### src/rtl/dcache_refill.sv
// Data-cache miss handler: stalls on a load miss, fetches the aligned doubleword
// over TileLink-UL A/D, fills the line, and signals a fault on error or timeout.
module dcache_refill #(
    parameter int unsigned TIMEOUT = 255
) (
    input  logic        clk,
    input  logic        rst,
    input  logic        load_req,
    input  logic [63:0] addr,
    input  logic        hit,
    output logic        stall,
    output logic        fault,
    output logic        a_valid,
    input  logic        a_ready,
    output logic [2:0]  a_opcode,
    output logic [2:0]  a_size,
    output logic [7:0]  a_mask,
    output logic [63:0] a_address,
    input  logic        d_valid,
    output logic        d_ready,
    input  logic [2:0]  d_opcode,
    input  logic        d_denied,
    input  logic [63:0] d_data,
    output logic        update,
    output logic [2:0]  opcode,
    output logic [63:0] update_data
);

    localparam logic [2:0]  OP_GET   = 3'd4;
    localparam logic [2:0]  SIZE_8B  = 3'd3;
    localparam logic [15:0] TMO_LAST = 16'(TIMEOUT - 1);

    typedef enum logic [2:0] {
        S_IDLE = 3'd0,
        S_REQ  = 3'd1,
        S_WAIT = 3'd2,
        S_FILL = 3'd3,
        S_ERR  = 3'd4
    } state_t;

    state_t      state;
    logic [63:0] miss_addr;
    logic [63:0] fill_data;
    logic [2:0]  fill_op;
    logic        denied_q;
    logic [15:0] tmo_cnt;
    logic        unused_addr_lo;

    // Control state and captured miss/response data.
    always_ff @(posedge clk or posedge rst) begin
        if (rst) begin
            state     <= S_IDLE;
            miss_addr <= 64'd0;
            fill_data <= 64'd0;
            fill_op   <= 3'd0;
            denied_q  <= 1'b0;
            tmo_cnt   <= 16'd0;
        end else begin
            case (state)
                S_IDLE: begin
                    if (load_req && !hit) begin
                        miss_addr <= addr;
                        state     <= S_REQ;
                    end
                end
                S_REQ: begin
                    if (a_ready) begin
                        tmo_cnt <= 16'd0;
                        state   <= S_WAIT;
                    end
                end
                S_WAIT: begin
                    // A response arriving on the last counted cycle still wins.
                    if (d_valid) begin
                        fill_data <= d_data;
                        denied_q  <= d_denied;
                        fill_op   <= d_denied ? 3'd0 : d_opcode;
                        state     <= S_FILL;
                    end else if (tmo_cnt == TMO_LAST) begin
                        state <= S_ERR;
                    end else begin
                        tmo_cnt <= tmo_cnt + 16'd1;
                    end
                end
                S_FILL:  state <= denied_q ? S_ERR : S_IDLE;
                S_ERR:   state <= S_IDLE;
                default: state <= S_IDLE;
            endcase
        end
    end

    // Outputs decode the state register; only the IDLE miss term of stall looks at inputs.
    assign stall       = (state == S_REQ) || (state == S_WAIT) || (state == S_FILL) ||
                         ((state == S_IDLE) && load_req && !hit);
    assign fault       = (state == S_ERR);
    assign a_valid     = (state == S_REQ);
    assign a_opcode    = OP_GET;
    assign a_size      = SIZE_8B;
    assign a_mask      = 8'hFF;
    assign a_address   = (state == S_REQ) ? {miss_addr[63:3], 3'b000} : 64'd0;
    assign d_ready     = (state == S_IDLE) || (state == S_WAIT);
    assign update      = (state == S_FILL);
    assign opcode      = (state == S_FILL) ? fill_op : 3'd0;
    assign update_data = (state == S_FILL) ? fill_data : 64'd0;

    // Byte offset within the doubleword never reaches the bus.
    assign unused_addr_lo = ^miss_addr[2:0];

endmodule

### config.mk
export PLATFORM = sky130hd
export DESIGN_NAME = dcache_refill
export DESIGN_NICKNAME = d
export VERILOG_FILES = /design/src/rtl/dcache_refill.sv
export SDC_FILE = /design/constraint.sdc
export NUM_CORES = 1
export LEC_CHECK = 0
export BUFFER_PORTS_ARGS = -buffer_cell sky130_fd_sc_hd__buf_4
export CAP_MARGIN = 10
export CELL_PAD_IN_SITES_DETAIL_PLACEMENT = 0
export CELL_PAD_IN_SITES_GLOBAL_PLACEMENT = 1
export CORE_MARGIN = 10
export CORE_UTILIZATION = 30
export DETAILED_ROUTE_END_ITERATION = 8
export HOLD_SLACK_MARGIN = 0.15
export PLACE_DENSITY_LB_ADDON = 0.1
export REMOVE_ABC_BUFFERS = 1
export SLEW_MARGIN = 0
export SYNTH_ARGS = -nofsm -noshare
export SYNTH_HDL_FRONTEND = slang
export SYNTH_SLANG_ARGS = --single-unit
### constraint.sdc
create_clock -name clk -period 4.93 [get_ports clk]
set_clock_uncertainty 0.1 [all_clocks]
set_input_delay 0.986 -clock clk [delete_from_list [all_inputs] [get_ports clk]]
set_output_delay 0.986 -clock clk [all_outputs]
set_load 0.01 [all_outputs]
# == Yosys cells after proc, flatten, opt, wreduce, memory -nomap -nowiden ==
# Cells that the tools add are included.
# word_totals
regBits,151
inputBits,138
output_inout_bits,150
elab_cells,45
# classes
n_addsub,1
eq_ne,10
mux,14
reduce_logical,14
# op_table
op,n
64-bit 2-to-1 mux,2
16-bit 2-to-1 mux,3
16-bit one-hot mux with 2 select lines,1
3-bit 2-to-1 mux,7
"16-bit by 1-bit adder with 16-bit output, second input constant",1
"16-bit by 8-bit equality test with 1-bit output, second input constant",1
3-bit one-hot mux with 4 select lines,1
"3-bit by 2-bit equality test with 1-bit output, second input constant",2
"2-bit inequality test, second input constant",3
1-bit logical OR,4
2-bit AND reduction,2
4-bit AND reduction,1
"3-bit by 1-bit equality test with 1-bit output, second input constant",1
"3-bit equality test, second input constant",1
1-bit logical AND,3
3-bit logical NOT,1
"3-bit inequality test, second input constant",1
3-bit AND reduction,1
"2-bit by 1-bit inequality test with 1-bit output, second input constant",1
2-bit nonzero test,1
1-bit logical NOT,1

# == Longest topological paths before layout ==
# Gate-level depths: netlist of the first run.
# depth
depth_word,4
mapped_depth,8
ltp_nobuf,7

# == Worst setup path before layout of the first run ==
# OpenSTA, ideal clock, no wires.
# synth_path
path_type,reg-to-output
startpoint,register state[2]
endpoint,output port update_data[45]
arrival_time_ns,1.421
required_ns,3.844
path_slack_ns,2.423
path_stages_with_launch,6
n_path_buf,3
path_cell_list,dfrtp_1 -> buf_2 -> nor3b_2 -> clkbuf_1 -> clkbuf_1 -> and2_1
# synth_via
elab_chain_len,2
# synth_lines
item,line,rtl
start: declaration,41,state_t state;
start signal: assignment,85,S_FILL: state <= denied_q ? S_ERR : S_IDLE;
3-bit by 2-bit equality test with 1-bit output,104,assign update_data = (state == S_FILL) ? fill_data : 64'd0;
64-bit 2-to-1 mux,104,
end: declaration,26,output logic [63:0] update_data
# No other way between the ends.

# == Final worst setup path of the first run ==
# layout_path
startpoint,register state[0]
endpoint,output port a_address[4]
# layout_via
elab_chain_len,2
# layout_lines
item,line,rtl
3-bit by 1-bit equality test with 1-bit output,100,"assign a_address = (state == S_REQ) ? {miss_addr[63:3], 3'b000} : 64'd0;"
64-bit 2-to-1 mux,100,
end: declaration,18,"output logic [63:0] a_address,"
# No other way between the ends.

==> impl_metrics.csv, run 1 <==
group,metric,value,unit
die,coreArea,22700,um2
placement,placed_area,9110,um2
timing,fin_ws,1430,ps
drt,drt_iter0_drc,273,
yosys,yosysSeqAreaShare,0.534,
run_status,status,"finished, final reports clean",
worst_setup_path,cp_max_fo,26,
clock_network,postCtsResizedCells,0,
timing,clock.fmax,286,MHz
placement,pre_cts_ws,1820,ps
final_layout,post-route-util,0.427,
drt,drc_errors,0,
yosys,synth_area_leader_cell,"dfrtp_1",
clock_network,cts.clk_slew.worst_paths,70,ps
drt,drt_wl_total,21.2,mm
clock_network,numClockSinks,148,
global_route,grt_max_degree,87,
worst_setup_path,arrival,2410,ps
clock_network,max-clock-path-buffers,2,
clock_network,postCtsSetupRepairBufs,0,
timing,fin_crit,3500,ps
yosys,syn_inst,705,
final_layout,n_antenna_cell,0,
worst_setup_path,crit_end,"a_address[4]",
clock_network,root_buffer,"clkbuf_16",
die,dieArea,29600,um2
timing,slew_headroom,0.353,
worst_setup_path,r2r-end,"fill_data[21]",
die,die_w,172,um
placement,globalplace.congestion,0.751,
yosys,synthArstFlopShare,1.00,
final_layout,drive_gt1_frac,0.389,
final_layout,syn2layout_area_growth,39.6,%
drt,firstDrtPassIters,4,
yosys,synth_edf_count,0,
worst_hold_path,hold_class,"reg -> reg",
placement,io_buffers,267,
die,initial_core_util,0.306,
yosys,synth.area.top_cells,"dfrtp_1 (53%), and2_1 (12%), nand2_1 (12%), mux2_2 (9.9%), buf_4 (2.2%)",
placement,hpwlAfterDp,15.0,mm
global_route,grt_overflow,0,
final_layout,num-nets-final,1092,
pwr,power,5.26,mW
clock_network,cts_tree,"done",
die,die_h,172,um
timing,period_share,0.709,
clock_network,hold_buffers,0,
yosys,synth_ff_type,"dfrtp_1",
worst_setup_path,r2r_slack,2380,ps
drt,wl_per_cell,17.0,um
timing,finalHoldViolCount,0,
worst_hold_path,holdCritStartpoint,"fill_op[0]",
clock_network,clock_latency,410,ps
clock_network,cts_made_buffers,17,
yosys,syn-mean-instance-area,9.85,um2
worst_setup_path,critPathLaunch,"state[0]",
final_layout,final_cell_mix,"buf_4 (272), nand2_1 (214), dfrtp_1 (148)",
drt,postRouteAntennaNets,0,
pwr,vdd_drop_max,0.191,mV
yosys,syn_area,6940,um2
worst_setup_path,cp-end-kind,"primary output",
worst_setup_path,rr_startpoint,"state[1]",
yosys,synth_cell_types,40,
worst_setup_path,worstPathRequired,3840,ps
pwr,p_per_area,543,nW/um2
timing,setup_violations,0,
flow_run,maxCapViolations,0,
drt,route.vias.total,5487,
timing,whs,355,ps
drt,vias_per_cell,4.39,
global_route,first_global_vias,5752,
clock_network,htree_levels,4,
timing,worstMarginPinSlew,971,ps
die,rows,55,
timing,drv_slew,0,
yosys,ys_ff_latch,148,
yosys,yosys_warnings,0,
worst_setup_path,worstSetupPathType,"reg -> out",
timing,rsz0062_at_grt,"no",
pwr,p_leak,5.04,nW
worst_setup_path,critPathLaunchType,"register",
global_route,antenna_found_initial,0,
global_route,grt_pass1_wl,32.6,mm
final_layout,stdcell_area,9690,um2
die,io_pins,288,
yosys,synth_top_area_share,0.534,
final_layout,layout_commonest_cell,"buf_4",
worst_setup_path,reg2reg_depth,5,
global_route,track_usage,0.140,
power by group:
group          total (mW)  switching [mW]  leakage (nW)  internal [mW]
clock network        1.28           0.548         0.270          0.731
registers            1.98           0.241          1.84           1.74
logic                2.01           0.988          2.92           1.02
total                5.26            1.78          5.04           3.49
registers in the layout, summed over array words and instances, names as in the netlist:
name       cells
denied_q       1
fill_data     64
miss_addr     61
state          3
tmo_cnt       16
fill_op        3
worst max-delay path: stages, from the launching register on:
cell	delay, ps
dfrtp_1	510
nor3b_4	830
buf_4	350
and2_1	160
buf_4	120
metal layers:
metal | GRT usage | routed length (um) | up-vias
met5 | 0 | 0 | -
met4 | 0.0371 | 208 | 0
met3 | 0.0885 | 3110 | 15
met2 | 0.206 | 9170 | 207
met1 | 0.167 | 8740 | 2532
li1 | - | - | 2733
layout make-up:
class / instances / area, um2
clock buffer: 20 / 457
inverter: 3 / 16.3
timing repair buffer: 273 / 2060
fill: 2270 / 13000
multi-input combinational: 509 / 2980
tap: 285 / 357
clock inverter: 12 / 121
sequential: 148 / 3700
Yosys cell counts, types with 3 or more instances:
| cell type | instances |
|---|---|
| dfrtp_1 | 148 |
| nand2_1 | 216 |
| nor2_1 | 4 |
| and3_1 | 4 |
| o21ai_1 | 3 |
| nand4_1 | 8 |
| o21ai_0 | 13 |
| a31oi_1 | 5 |
| and2_1 | 132 |
| a21oi_1 | 4 |
| buf_4 | 20 |
| nor3b_2 | 3 |
| nand3b_1 | 3 |
| nand3_1 | 7 |
| mux2_2 | 61 |
| clkbuf_1 | 20 |
| nor3_1 | 4 |
| inv_1 | 3 |
| buf_2 | 18 |
| mux2i_1 | 3 |
| o31ai_1 | 3 |
worst min path at each step:
stage / endpoint / slack [ps] / cells after the start
4_1_cts: fill_op[0] / 360 / 2
5_1_grt: fill_data[53] / 380 / 2
3_3_place_gp: fill_op[2] / 340 / 2
6_report: fill_op[0] / 360 / 2
2_1_floorplan: fill_op[0] / 330 / 2
3_5_place_dp: fill_op[0] / 350 / 2
stage by stage:
stage,cells,TNS [ps]
3_3_place_gp,1218,0
6_report,1250,0
4_1_cts,1250,0
2_1_floorplan,660,-20080
3_5_place_dp,1218,0
5_1_grt,1250,0
cell families after synthesis:
family / after synthesis / synth area share
adders and majority gates: 2 / 0.00360
DFF: 148 / 0.534
buffers and inverters: 63 / 0.0492
muxes: 64 / 0.103
AOI/OAI and AO/OA: 32 / 0.0269
other: 2 / 0.00108
and+or+nand+nor: 394 / 0.282
(Power assumes the default switching activity.)
==> run 2, diff against run 1 <==
==> constraint.sdc (replaced) <==
create_clock -name clk -period 3.2 [get_ports clk]
set_clock_uncertainty 0.1 [all_clocks]
set_input_delay 0.64 -clock clk [delete_from_list [all_inputs] [get_ports clk]]
set_output_delay 0.64 -clock clk [all_outputs]
set_load 0.01 [all_outputs]
==> impl_metrics.csv, run 2 (synthesis results as in run 1) <==
group,metric,value,unit
final_layout,multi_input_area,2980,um2
die,io_pins,288,
pwr,vdd_drop_max,0.304,mV
run_status,status,"finished, final reports clean",
global_route,track_usage,0.143,
worst_setup_path,rr_startpoint,"tmo_cnt[0]",
timing,worstMarginPinSlew,822,ps
clock_network,postCtsResizedCells,0,
worst_setup_path,worstSetupPathType,"reg -> out",
clock_network,hold_buffers,0,
die,rows,55,
drt,postRouteAntennaNets,0,
clock_network,cts.clk_slew.worst_paths,70,ps
timing,clock.fmax,376,MHz
clock_network,max-clock-path-buffers,2,
global_route,antenna_found_initial,0,
timing,drv_slew,0,
worst_setup_path,cp-end-kind,"primary output",
timing,period_share,0.831,
final_layout,drive_gt1_frac,0.389,
worst_setup_path,arrival,1920,ps
final_layout,layout_commonest_cell,"buf_4",
timing,slew_headroom,0.452,
drt,drt_iter0_drc,329,
worst_setup_path,crit_slowest_cell,"dfrtp_1",
final_layout,syn2layout_area_growth,40.7,%
timing,fin_crit,2660,ps
worst_setup_path,critPathLaunchType,"register",
clock_network,cts_tree,"done",
worst_setup_path,worstPathRequired,2460,ps
final_layout,n_antenna_cell,0,
global_route,grt_max_degree,70,
drt,wl_per_cell,17.2,um
global_route,grt_overflow,0,
timing,finalSetupTns,0,ps
placement,globalplace.congestion,0.751,
drt,firstDrtPassIters,4,
pwr,p_per_area,843,nW/um2
worst_setup_path,critPathLaunch,"state[0]",
placement,hpwlAfterDp,14.9,mm
final_layout,num-nets-final,1093,
worst_setup_path,cp_cell_sequence,"inv_1 -> nor3b_4 -> buf_12 -> and2_1 -> buf_4",
die,initial_core_util,0.306,
worst_setup_path,cp_max_fo,69,
timing,rsz0062_at_grt,"no",
flow_run,maxCapViolations,0,
clock_network,clock_latency,420,ps
clock_network,htree_levels,4,
die,dieArea,29600,um2
timing,setup_violations,0,
worst_setup_path,slowest_delay,510,ps
final_layout,num-fill-cells,2331,
clock_network,root_buffer,"clkbuf_16",
final_layout,regArea,3700,um2
final_layout,final_cell_mix,"buf_4 (269), nand2_1 (214), dfrtp_1 (148)",
timing,finalHoldViolCount,0,
drt,drt_wl_total,21.5,mm
clock_network,numClockSinks,148,
worst_hold_path,hold_class,"in -> async",
drt,drc_errors,0,
final_layout,regMostFlops,"fill_data",
placement,io_buffers,267,
drt,vias_per_cell,4.41,
final_layout,largest_register_ffs,64,
die,die_w,172,um
global_route,first_global_vias,5738,
final_layout,reg_top3,"fill_data x64, miss_addr x61, tmo_cnt x16",
global_route,grt_pass1_wl,33.2,mm
clock_network,cts_made_buffers,17,
die,coreArea,22700,um2
clock_network,postCtsSetupRepairBufs,0,
die,die_h,172,um
pwr,power,8.23,mW
drt,route.vias.total,5520,
pwr,p_leak,5.07,nW
run 2: path summary, 6_finish.rpt:
kind                                       end  slack [ps]  cells after the start
worst max-delay path            update_data[2]         540                      5
worst min-delay path             miss_addr[37]         190                      2
worst max register to register        state[1]        1040                      6
worst min register to register   fill_data[26]         360                      2
max in group asynchronous           tmo_cnt[0]        2020                      3
min in group clk                 fill_data[16]         300                      3
run 2: routing by layer:
metal | vias to the layer above | part of all wire | GRT usage
met5 | - | 0 | 0
met4 | 0 | 0.0064 | 0.0337
met3 | 11 | 0.14 | 0.0862
met2 | 210 | 0.43 | 0.212
met1 | 2572 | 0.42 | 0.173
li1 | 2727 | - | -
run 2: report_power, final:
part	switching [mW]	internal, mW	total (mW)
logic	1.54	1.61	3.15
registers	0.371	2.67	3.05
clock network	0.856	1.18	2.04
total	2.77	5.46	8.23
run 2: per-stage QoR:
stage | setup slack (ps) | cell area [um2] | std cells | util | hold WS (ps)
after floorplan | -1520 | 6670 | 660 | - | 330
after global placement | 975 | 9170 | 1219 | 0.404 | 344
after detailed placement | 990 | 9170 | 1219 | 0.404 | 352
after CTS | 504 | 9760 | 1251 | 0.430 | 199
after global routing | 392 | 9760 | 1251 | 0.430 | 221
final | 542 | 9760 | 1251 | 0.430 | 193
run 2: area by class of cell:
cell class | instances | share of cell area
repair buffers | 274 | 0.217
inverters | 3 | 0.00167
well taps | 285 | 0.0365
clock inverters | 13 | 0.0152
clock buffers | 19 | 0.0454
multi-input cells | 509 | 0.305
flip-flops and latches | 148 | 0.379
run 2: critical path: cells and delay by family, from the launching register on:
kind                   cells  cell delay [ps]
buffers and inverters      3              530
flip-flops                 1              510
AND/OR/NAND/NOR            2              410
==> run 3, diff against run 2 <==
==> constraint.sdc (replaced) <==
create_clock -name clk -period 2.2 [get_ports clk]
set_clock_uncertainty 0.1 [all_clocks]
set_input_delay 0.44 -clock clk [delete_from_list [all_inputs] [get_ports clk]]
set_output_delay 0.44 -clock clk [all_outputs]
set_load 0.01 [all_outputs]
==> impl_metrics.csv, run 3 (synthesis results as in run 1) <==
group,metric,value,unit
worst_hold_path,hold_class,"in -> reg",
placement,io_buffers,267,
global_route,grt_max_degree,69,
pwr,p_per_area,1140,nW/um2
placement,globalplace.congestion,0.754,
die,dieArea,29600,um2
clock_network,cts.clk_slew.worst_paths,60,ps
drt,drt_wl_total,24.5,mm
final_layout,reg_top3,"fill_data x64, miss_addr x61, tmo_cnt x16",
die,die_h,172,um
final_layout,drive_gt1_frac,0.394,
timing,fin_crit,2280,ps
final_layout,syn2layout_area_growth,67.7,%
worst_setup_path,worstSetupPathType,"reg -> out",
global_route,first_global_vias,6610,
flow_run,maxCapViolations,0,
clock_network,cts_made_buffers,17,
pwr,p_leak,5.86,nW
die,initial_core_util,0.306,
drt,route.vias.total,6199,
global_route,track_usage,0.157,
timing,whs,169,ps
clock_network,clock_latency,420,ps
timing,period_share,1.04,
worst_setup_path,arrival,1740,ps
drt,wl_per_cell,17.5,um
clock_network,cts_tree,"done",
final_layout,largest_register_ffs,64,
drt,drc_errors,0,
die,die_w,172,um
worst_setup_path,critPathLaunchType,"register",
clock_network,max-clock-path-buffers,2,
die,coreArea,22700,um2
pwr,vdd_drop_max,0.606,mV
clock_network,root_buffer,"clkbuf_16",
timing,rsz0062_at_grt,"yes",
timing,fin_ws,-79.0,ps
clock_network,numClockSinks,148,
worst_setup_path,cp-end-kind,"primary output",
die,io_pins,288,
die,rows,55,
final_layout,regMostFlops,"fill_data",
drt,postRouteAntennaNets,0,
final_layout,final_cell_mix,"buf_4 (243), nand2_1 (214), dfrtp_1 (145)",
run_status,status,"complete, but fails checks",
worst_setup_path,worstPathRequired,1660,ps
timing,finalHoldViolCount,0,
clock_network,htree_levels,4,
timing,drv_slew,0,
placement,hpwlAfterDp,15.4,mm
global_route,grt_pass1_wl,36.9,mm
run_status,violations,"negative setup slack",
final_layout,stdcell_area,11600,um2
drt,drt_iter0_drc,188,
placement,placed_area,9280,um2
final_layout,num-nets-final,1245,
final_layout,n_antenna_cell,0,
drt,firstDrtPassIters,4,
timing,setup_violations,128,
final_layout,layout_commonest_cell,"buf_4",
timing,clock.fmax,439,MHz
drt,vias_per_cell,4.42,
worst_setup_path,cp_max_fo,16,
global_route,antenna_found_initial,0,
global_route,grt_overflow,0,
## run 3: changes by cell type in the layout (fill, tap and decap cells not counted), sizes merged
cell,previous run,this run
dlygate4sd3,0,127
clkinv,4,3
clkbuf,19,24
buf,274,295
clkinvlp,3,4
bufinv,2,1
## run 3: final timing paths
kind | cells after the start | endpoint | slack, ps | from
setup / recovery | 6 | a_address[62] | -80 | state[0]
hold / removal | 2 | miss_addr[40] | 170 | addr[40]
setup reg to reg | 7 | tmo_cnt[12] | 90 | state[0]
hold reg to reg | 2 | fill_data[22] | 360 | fill_data[22]
max in group asynchronous | 4 | fill_data[3] | 920 | rst
min in group asynchronous | 3 | miss_addr[31] | 430 | rst
## run 3: power breakdown
group	switching, mW	internal, mW	leakage [nW]	total, mW
Clock	1.24	1.64	0.270	2.88
Sequential	0.550	3.90	1.84	4.45
Combinational	2.67	3.31	3.75	5.97
## run 3: area by class of cell
cell class,instances,area (um2)
clock inverters,12,121
inverters,3,16.3
multi-input cells,509,3060
well taps,285,357
clock buffers,20,457
flip-flops and latches,148,3710
fillers,2104,11100
repair buffers,426,3920
## run 3: metrics by stage
step / setup WS (ps) / util / TNS (ps) / instances / power [mW]
2_1_floorplan: -2320 / - / -444510 / 660 / 6.89
3_3_place_gp: 178 / 0.409 / 0 / 1229 / 9.20
3_5_place_dp: 204 / 0.409 / 0 / 1229 / 9.26
4_1_cts: -108 / 0.495 / -6010 / 1395 / 12.6
5_1_grt: -156 / 0.513 / -14570 / 1403 / 14.3
6_report: -79.0 / 0.513 / -3830 / 1403 / 13.3
## run 3: repair_timing
| action | in CTS | in global routing |
|---|---|---|
| gates resized for setup | 10 | 76 |
| gates cloned | 2 | 6 |
| hold buffers | 127 | 0 |
| hold endpoints to repair | 146 | 0 |
| pin swaps | 2 | 26 |
| endpoints found under the setup margin | 130 | 131 |
| buffers inserted | 5 | 3 |
## run 3: worst max-delay path: stages, from the launching register on
cell       delay, ps
dfrtp_2          400
buf_4            140
nor3b_4          150
buf_12           150
clkbuf_16        180
and2_1           160
buf_4            140
## run 3: per-layer routing
| metal | GRT usage | share of wire |
|---|---|---|
| met1 | 0.189 | 0.42 |
| met2 | 0.248 | 0.46 |
| met3 | 0.0780 | 0.11 |
| met4 | 0.0330 | 0.0089 |
| met5 | 0 | 0 |
